`src/rtl/solar_track_ctrl.sv`:
```
// Per-axis sun-tracking motor controller: evaluates sensor balance (auto) or angle error (manual)
// and issues bounded drive pulses followed by a settle period. Optional hysteresis via TRACK_HYST_EN.
module solar_track_ctrl #(
    parameter int unsigned W          = 16,
    parameter int unsigned N_AXES     = 2,
    parameter int unsigned DEADBAND   = 4,
    parameter int unsigned DRIVE_CYC  = 1000,
    parameter int unsigned SETTLE_CYC = 500
) (
    input  logic                  clk,
    input  logic                  rst,
    input  logic                  sma,
    input  logic                  sample_valid,
    input  logic [N_AXES*W-1:0]   sens_a,
    input  logic [N_AXES*W-1:0]   sens_b,
    input  logic [N_AXES*W-1:0]   ang_manual,
    input  logic [N_AXES*W-1:0]   ang_actual,
    output logic [N_AXES-1:0]     drv_pos,
    output logic [N_AXES-1:0]     drv_neg,
    output logic [N_AXES-1:0]     busy,
    output logic [N_AXES-1:0]     at_target
);

    localparam int unsigned CMAX = (DRIVE_CYC > SETTLE_CYC) ? DRIVE_CYC : SETTLE_CYC;
    localparam int unsigned CW   = $clog2(CMAX + 1);
    localparam int unsigned EW   = W + 2;

    localparam logic signed [EW-1:0] DB_NARROW = EW'(DEADBAND);
`ifdef TRACK_HYST_EN
    localparam logic signed [EW-1:0] DB_WIDE   = EW'(2 * DEADBAND);
`endif

    typedef enum logic [2:0] {
        S_IDLE      = 3'd0,
        S_EVAL      = 3'd1,
        S_DRIVE_POS = 3'd2,
        S_DRIVE_NEG = 3'd3,
        S_SETTLE    = 3'd4
    } state_t;

    for (genvar k = 0; k < N_AXES; k++) begin : g_axis
        state_t              state_q, state_d;
        logic [CW-1:0]       cnt_q, cnt_d;
        logic [W-1:0]        opa_q, opa_d, opb_q, opb_d;
        logic                sma_q, sma_d;
        logic                pos_q, pos_d, neg_q, neg_d;
        logic                busy_q, busy_d, tgt_q, tgt_d;
        logic signed [EW-1:0] err_c, thr_c;

        // Zero-extended subtraction keeps the full signed range of a W-bit difference.
        assign err_c = $signed({2'b00, opa_q}) - $signed({2'b00, opb_q});

`ifdef TRACK_HYST_EN
        assign thr_c = tgt_q ? DB_WIDE : DB_NARROW;
`else
        assign thr_c = DB_NARROW;
`endif

        always_ff @(posedge clk or negedge rst) begin
            if (!rst) begin
                state_q <= S_IDLE;
                cnt_q   <= '0;
                opa_q   <= '0;
                opb_q   <= '0;
                sma_q   <= 1'b0;
                pos_q   <= 1'b0;
                neg_q   <= 1'b0;
                busy_q  <= 1'b0;
                tgt_q   <= 1'b0;
            end else begin
                state_q <= state_d;
                cnt_q   <= cnt_d;
                opa_q   <= opa_d;
                opb_q   <= opb_d;
                sma_q   <= sma_d;
                pos_q   <= pos_d;
                neg_q   <= neg_d;
                busy_q  <= busy_d;
                tgt_q   <= tgt_d;
            end
        end

        // Next-state logic; drive/busy outputs are registered from the next state.
        always_comb begin
            state_d = state_q;
            cnt_d   = cnt_q;
            opa_d   = opa_q;
            opb_d   = opb_q;
            sma_d   = sma_q;
            pos_d   = 1'b0;
            neg_d   = 1'b0;
            busy_d  = 1'b1;
            tgt_d   = tgt_q;
            case (state_q)
                S_IDLE: begin
                    busy_d = 1'b0;
                    cnt_d  = '0;
                    if (sample_valid) begin
                        state_d = S_EVAL;
                        busy_d  = 1'b1;
                        sma_d   = sma;
                        opa_d   = sma ? sens_a[k*W +: W] : ang_manual[k*W +: W];
                        opb_d   = sma ? sens_b[k*W +: W] : ang_actual[k*W +: W];
                    end
                end
                S_EVAL: begin
                    if (err_c > thr_c) begin
                        state_d = S_DRIVE_POS;
                        cnt_d   = CW'(DRIVE_CYC - 1);
                        pos_d   = 1'b1;
                        tgt_d   = 1'b0;
                    end else if (err_c < -thr_c) begin
                        state_d = S_DRIVE_NEG;
                        cnt_d   = CW'(DRIVE_CYC - 1);
                        neg_d   = 1'b1;
                        tgt_d   = 1'b0;
                    end else begin
                        state_d = S_IDLE;
                        busy_d  = 1'b0;
                        tgt_d   = 1'b1;
                    end
                end
                S_DRIVE_POS, S_DRIVE_NEG: begin
                    // A live mode change aborts the pulse into a quiet period.
                    if ((sma != sma_q) || (cnt_q == '0)) begin
                        state_d = S_SETTLE;
                        cnt_d   = CW'(SETTLE_CYC - 1);
                    end else begin
                        cnt_d = cnt_q - CW'(1);
                        pos_d = (state_q == S_DRIVE_POS);
                        neg_d = (state_q == S_DRIVE_NEG);
                    end
                end
                S_SETTLE: begin
                    if (cnt_q == '0) begin
                        state_d = S_IDLE;
                        busy_d  = 1'b0;
                    end else begin
                        cnt_d = cnt_q - CW'(1);
                    end
                end
                default: begin
                    state_d = S_IDLE;
                    cnt_d   = '0;
                    busy_d  = 1'b0;
                end
            endcase
        end

        assign drv_pos[k]   = pos_q;
        assign drv_neg[k]   = neg_q;
        assign busy[k]      = busy_q;
        assign at_target[k] = tgt_q;
    end

endmodule

```
`config.mk`:
```
export PLATFORM = sky130hd
export DESIGN_NAME = solar_track_ctrl
export DESIGN_NICKNAME = d
export VERILOG_FILES = /design/src/rtl/solar_track_ctrl.sv
export SDC_FILE = /design/constraint.sdc
export NUM_CORES = 1
export LEC_CHECK = 0
export BUFFER_PORTS_ARGS = -buffer_cell sky130_fd_sc_hd__buf_2
export CAP_MARGIN = 15
export CORE_UTILIZATION = 57
export CTS_CLUSTER_DIAMETER = 40
export DETAILED_ROUTE_END_ITERATION = 10
export PLACE_DENSITY = 0.91
export SYNTH_ARGS = -nofsm -noshare
export SYNTH_HDL_FRONTEND = slang
export SYNTH_SLANG_ARGS = --single-unit
```
`constraint.sdc`:
```
create_clock -name clk -period 10.3 [get_ports clk]
set_clock_uncertainty 0.2 [all_clocks]
set_input_delay 1.03 -clock clk [delete_from_list [all_inputs] [get_ports clk]]
set_output_delay 1.03 -clock clk [all_outputs]
set_load 0.02 [all_outputs]
```
# Word-level counts from Yosys, hierarchy flattened

Index checks and enable logic that the tools add are counted.

Bits in registers: 100
Input bits: 132
Output and inout bits: 8
Logic and storage cells: 110

Add/sub/neg operators: 4
$lt $le $gt $ge: 4
Equal/unequal tests: 20
Multiplexer cells: 50
Reductions and logical operators: 14

Operators by type and width:

| cell                                                                   | number |
|---|---|
| 10-bit 2-to-1 mux                                                      | 8 |
| 16-bit 2-to-1 mux                                                      | 4 |
| 10-bit one-hot mux with 3 select lines                                 | 2 |
| 17-bit by 4-bit > comparator with 1-bit output (second input constant) | 2 |
| 17-bit by 3-bit < comparator with 1-bit output (second input constant) | 2 |
| 16-bit by 16-bit subtractor with 17-bit output                         | 2 |
| 3-bit one-hot mux with 4 select lines                                  | 2 |
| 10-bit zero test                                                       | 2 |
| 10-bit by 1-bit subtractor with 10-bit output (second input constant)  | 2 |
| 1-bit 2-to-1 mux                                                       | 19 |
| 2-bit != test (second input constant)                                  | 8 |
| 3-bit 2-to-1 mux                                                       | 5 |
| 3-bit by 2-bit == test with 1-bit output (second input constant)       | 4 |
| 2-bit 2-to-1 mux                                                       | 4 |
| 1-bit one-hot mux with 2 select lines                                  | 4 |
| 1-bit one-hot mux with 4 select lines                                  | 2 |
| 2-bit AND reduction                                                    | 4 |
| 3-bit by 1-bit == test with 1-bit output (second input constant)       | 2 |
| 3-bit == test (second input constant)                                  | 2 |
| 3-bit zero test                                                        | 2 |
| 3-bit != test (second input constant)                                  | 2 |
| 3-bit AND reduction                                                    | 2 |
| 2-bit OR reduction                                                     | 2 |
| 1-bit logical OR                                                       | 2 |
| 1-bit != test                                                          | 2 |

# Longest topological paths before layout

Depth in word-level cells: 5
Depth in mapped cells: 14
Mapped depth without buffers: 13

# Least setup slack after synthesis

OpenSTA, ideal clock, no wires.

Kind: register to register
Start point: register g_axis[0].opa_q[0]
End point: register g_axis[0].cnt_q[2]
Arrival: 2.954 ns
Slack: 7.014 ns
Cell stages (with the launch flop): 15
Buffers on the path: 1
Period minus slack after synthesis: 3.286 ns
Cell sequence: dfrtp_1 > inv_1 > ha_1 > fa_1 > nand2b_1 > a21oi_2 > nor3b_1 > o41ai_1 > xor2_1 > nor4_1 > nand3_1 > o32ai_2 > nand2b_1 > buf_2 > o22ai_1

Cells in the longest elaborated chain, start to end: 4
Elaborated cells between the ends (all ways): 7

RTL lines:

| item                                                                                                             | RTL line | source |
|---|---|---|
| start, declared                                                                                                  | 44       | `logic [W-1:0] opa_q, opa_d, opb_q, opb_d;` |
| start signal, assigned                                                                                           | 73       | `opa_q <= opa_d;` |
| 16-bit by 16-bit subtractor with 17-bit output (*)                                                               | 51       | `assign err_c = $signed({2'b00, opa_q}) - $signed({2'b00, opb_q});` |
| 17-bit by 4-bit > comparator with 1-bit output or 17-bit by 3-bit < comparator with 1-bit output (tied branches) | 107, 112 |  |
| 10-bit 2-to-1 mux or 3-bit != test (tied branches)                                                               | -        |  |
| 10-bit one-hot mux with 3 select lines or 2-bit AND reduction (tied branches)                                    | -        |  |
| end signal, assigned                                                                                             | 72       | `cnt_q <= cnt_d;` |
| end, declared                                                                                                    | 43       | `logic [CW-1:0] cnt_q, cnt_d;` |

Every way passes the cells marked *; elsewhere a longest branch is shown, timed or not.
A chain may end at the register's enable or synchronous reset.

# Final worst setup path

Ends and elaborated chain as after synthesis.

==> out/results.ini <==
[run_status]
status=finished, final reports clean

[grt]
grt_max_degree=69
grt_pass1_wl_um=28390
grt-ovfl-total=0
grt_pass1_vias=6153
track_usage_pct=27.16
antenna_found_initial=0

[layout]
regArea_um2=2502
insertedDiodeCount=0
syn_to_final_growth_pct=13.67
drive_above_1_share_pct=19.78
multi_input_area_um2=4402
nets=1147
instances_no_fill=1153
fillCellCount=998
fin_area_um2=8344

[worst_setup_path]
reg2reg_from=g_axis[0].opa_q[0]
path_class=reg -> reg
crit_path_max_fanout=12
worst_ep_arrival_time_ps=4140
reg2reg_slack_ps=6180
critPathCaptureType=register
worstPathRequired_ps=10330
crit_path_start_kind=register
critPathLaunch=g_axis[0].opa_q[0]
rr_worst_depth=13

[pwr]
p_per_area_nw_per_um2=373.1
sw_frac_of_total_pct=48.72
peakVddDrop_uv=163.0
power.leakage_nw=4.066
p_clk_share_pct=10.3
total_power_mw=3.113
p_comb_share_pct=67.1
p_int_mw=1.596
switching_power_mw=1.517
seq_power_share_pct=22.6

[timing]
drv_slew=0
holdWs_ps=287.1
worst_pin_slew_ps=1086
finalCriticalPeriod_ps=4117
hold_violations=0
fin_crit_sh_pct=39.97
grt_setup_unrepaired=no
max-slew-margin-rel_pct=27.63
setup_viol=0
fmax_ghz=0.2429
fin_tns_setup_ps=0

[logic_synthesis]
syn_area_per_cell_um2=8.438
synthTopCellsByCount=nor2_1, a21oi_1, dfrtp_1
synth_cells=870
ys_top_cells_by_area=dfrtp_1, mux2i_1, a21oi_1, ha_1, nor2_1
synth_seq_cells=100
ys_seq_area_share_pct=34.09
synth_top_cell_area_share_pct=34.09
syn_nets=1039
synth_compound_area_share_pct=21.73
synth_cell_type_count=86
synthMuxAreaShare_pct=9.170
ys_warn_count=0
synth-main-ff-cell=dfrtp_1
synth_simple_gate_area_share_pct=19.94
synth_most_common_cell=nor2_1
synth_edf_count=0
synth_xor_area_share_pct=2.506
syn_area_um2=7341
synth_top_cell_by_area=dfrtp_1
ys_async_sr_fraction_pct=100.0
synth_fa_ha_area_share_pct=6.511
synth_top_family_by_area=compound AO/OA/AOI/OAI gates

[route]
ant_nets=0
first_iter_violations=488
vias=6748
routed_via_density=5.853
drt_wl_total_um=17090
wl_per_cell_um=14.82
first_pass_iters=6
remaining_drc_errors=0

[floorplanning]
core_area_um2=12570
floorplan.die_area_um2=13340
num_rows=41
initial_core_util_pct=58.41
die_h_um=115.5
io_pins=140
die_x_um=115.5

[min_path]
worstHoldStart=g_axis[1].tgt_q
hold_depth=1
hp-class=reg -> reg

[clocking]
tritoncts=done
cts-htree-levels=3
cts_buffers=9
cts_buffer_depth=2
clk_latency_ps=360
root_buffer=clkbuf_16
cts_setup_buffers=0
clkSinkCount=100
holdBufCountCts=0
cts_resized=0
path_clk_slew_ps=60

[placement]
placed_cell_area_um2=8068
io_buffers=139
gp_congestion=0.9273
dpl.cell_count=1139
hpwl_um=12640

[run]
cap_violations=0

## stage by stage
step,util [%],setup WS [ps]
after detailed placement,64.19,6218
after CTS,66.39,6225
after global routing,66.39,5875
after floorplan,-,7014
after global placement,64.19,6350
final,66.39,6183
## area by class of cell
type / count / share of cell area, %
Tap cell: 172 / 2.579
Clock inverter: 3 / 0.2849
Clock buffer: 11 / 3.029
Inverter: 60 / 2.699
Timing Repair Buffer: 142 / 8.667
Multi-Input combinational cell: 665 / 52.75
Sequential cell: 100 / 29.99
## per-layer routing
metal  GRT usage (%)  wire length, um  part of all wire [%]  vias to the layer above
met3           4.236              896                   5.2                       29
met5               0                0                     0                        -
met1           37.09             7905                    46                     3155
li1                -                -                     -                     3337
met4           10.65              393                   2.3                        0
met2           43.51             7894                    46                      227
## power groups by stage
stage / Clock, mW / Sequential (mW) / Combinational, mW
finish: 0.320 / 0.704 / 2.09
global route: 0.342 / 0.726 / 2.34
CTS: 0.326 / 0.701 / 2.06
detailed placement: 0 / 0.706 / 2.04
global placement: 0 / 0.697 / 1.99
floorplan: 0 / 0.666 / 1.69
## logic make-up (layout without fill, tap and decap cells)
group / Yosys count / after routing
buffers and inverters: 105 / 216
muxes: 67 / 67
adders and majority gates: 37 / 37
DFF: 100 / 100
xor gates and xnor gates: 21 / 21
AOI/OAI and AO/OA: 245 / 245
and+or+nand+nor: 295 / 295
## cell usage in the layout, fill, tap and decap left out, types with 12 or more instances in the layout
cell,n
dfrtp_1,100
xor2_1,12
nor3_1,19
buf_2,137
a21oi_1,101
inv_1,60
mux2i_1,65
nand2_1,60
ha_1,35
o21ai_0,36
nor2_1,114
nand3_1,15
## registers in the layout, indices dropped and copies added, names as in the netlist
name and count:
g_axis.state_q 6, g_axis.neg_q 2, g_axis.cnt_q 20, g_axis.opb_q 32, g_axis.tgt_q 2, g_axis.pos_q 2
g_axis.busy_q 2, g_axis.opa_q 32, g_axis.sma_q 2
## critical path, stage by stage (launching register included)
cell	delay [ps]
dfrtp_1	340
inv_1	50
ha_1	210
fa_1	400
nand2b_1	200
a21oi_2	250
nor3b_1	90
o41ai_1	430
xor2_1	160
nor4_1	320
nand3_1	130
o32ai_2	670
nand2b_1	400
o22ai_1	150
## path summary, 6_finish.rpt
check | to
worst max-delay path | g_axis[0].cnt_q[2]
worst max register to register | g_axis[0].cnt_q[2]
worst min-delay path | g_axis[1].tgt_q
max in group asynchronous | g_axis[1].opa_q[9]
worst min register to register | g_axis[1].tgt_q
min in group asynchronous | g_axis[0].cnt_q[4]
No activity file was read; power rests on OpenSTA's default activity.
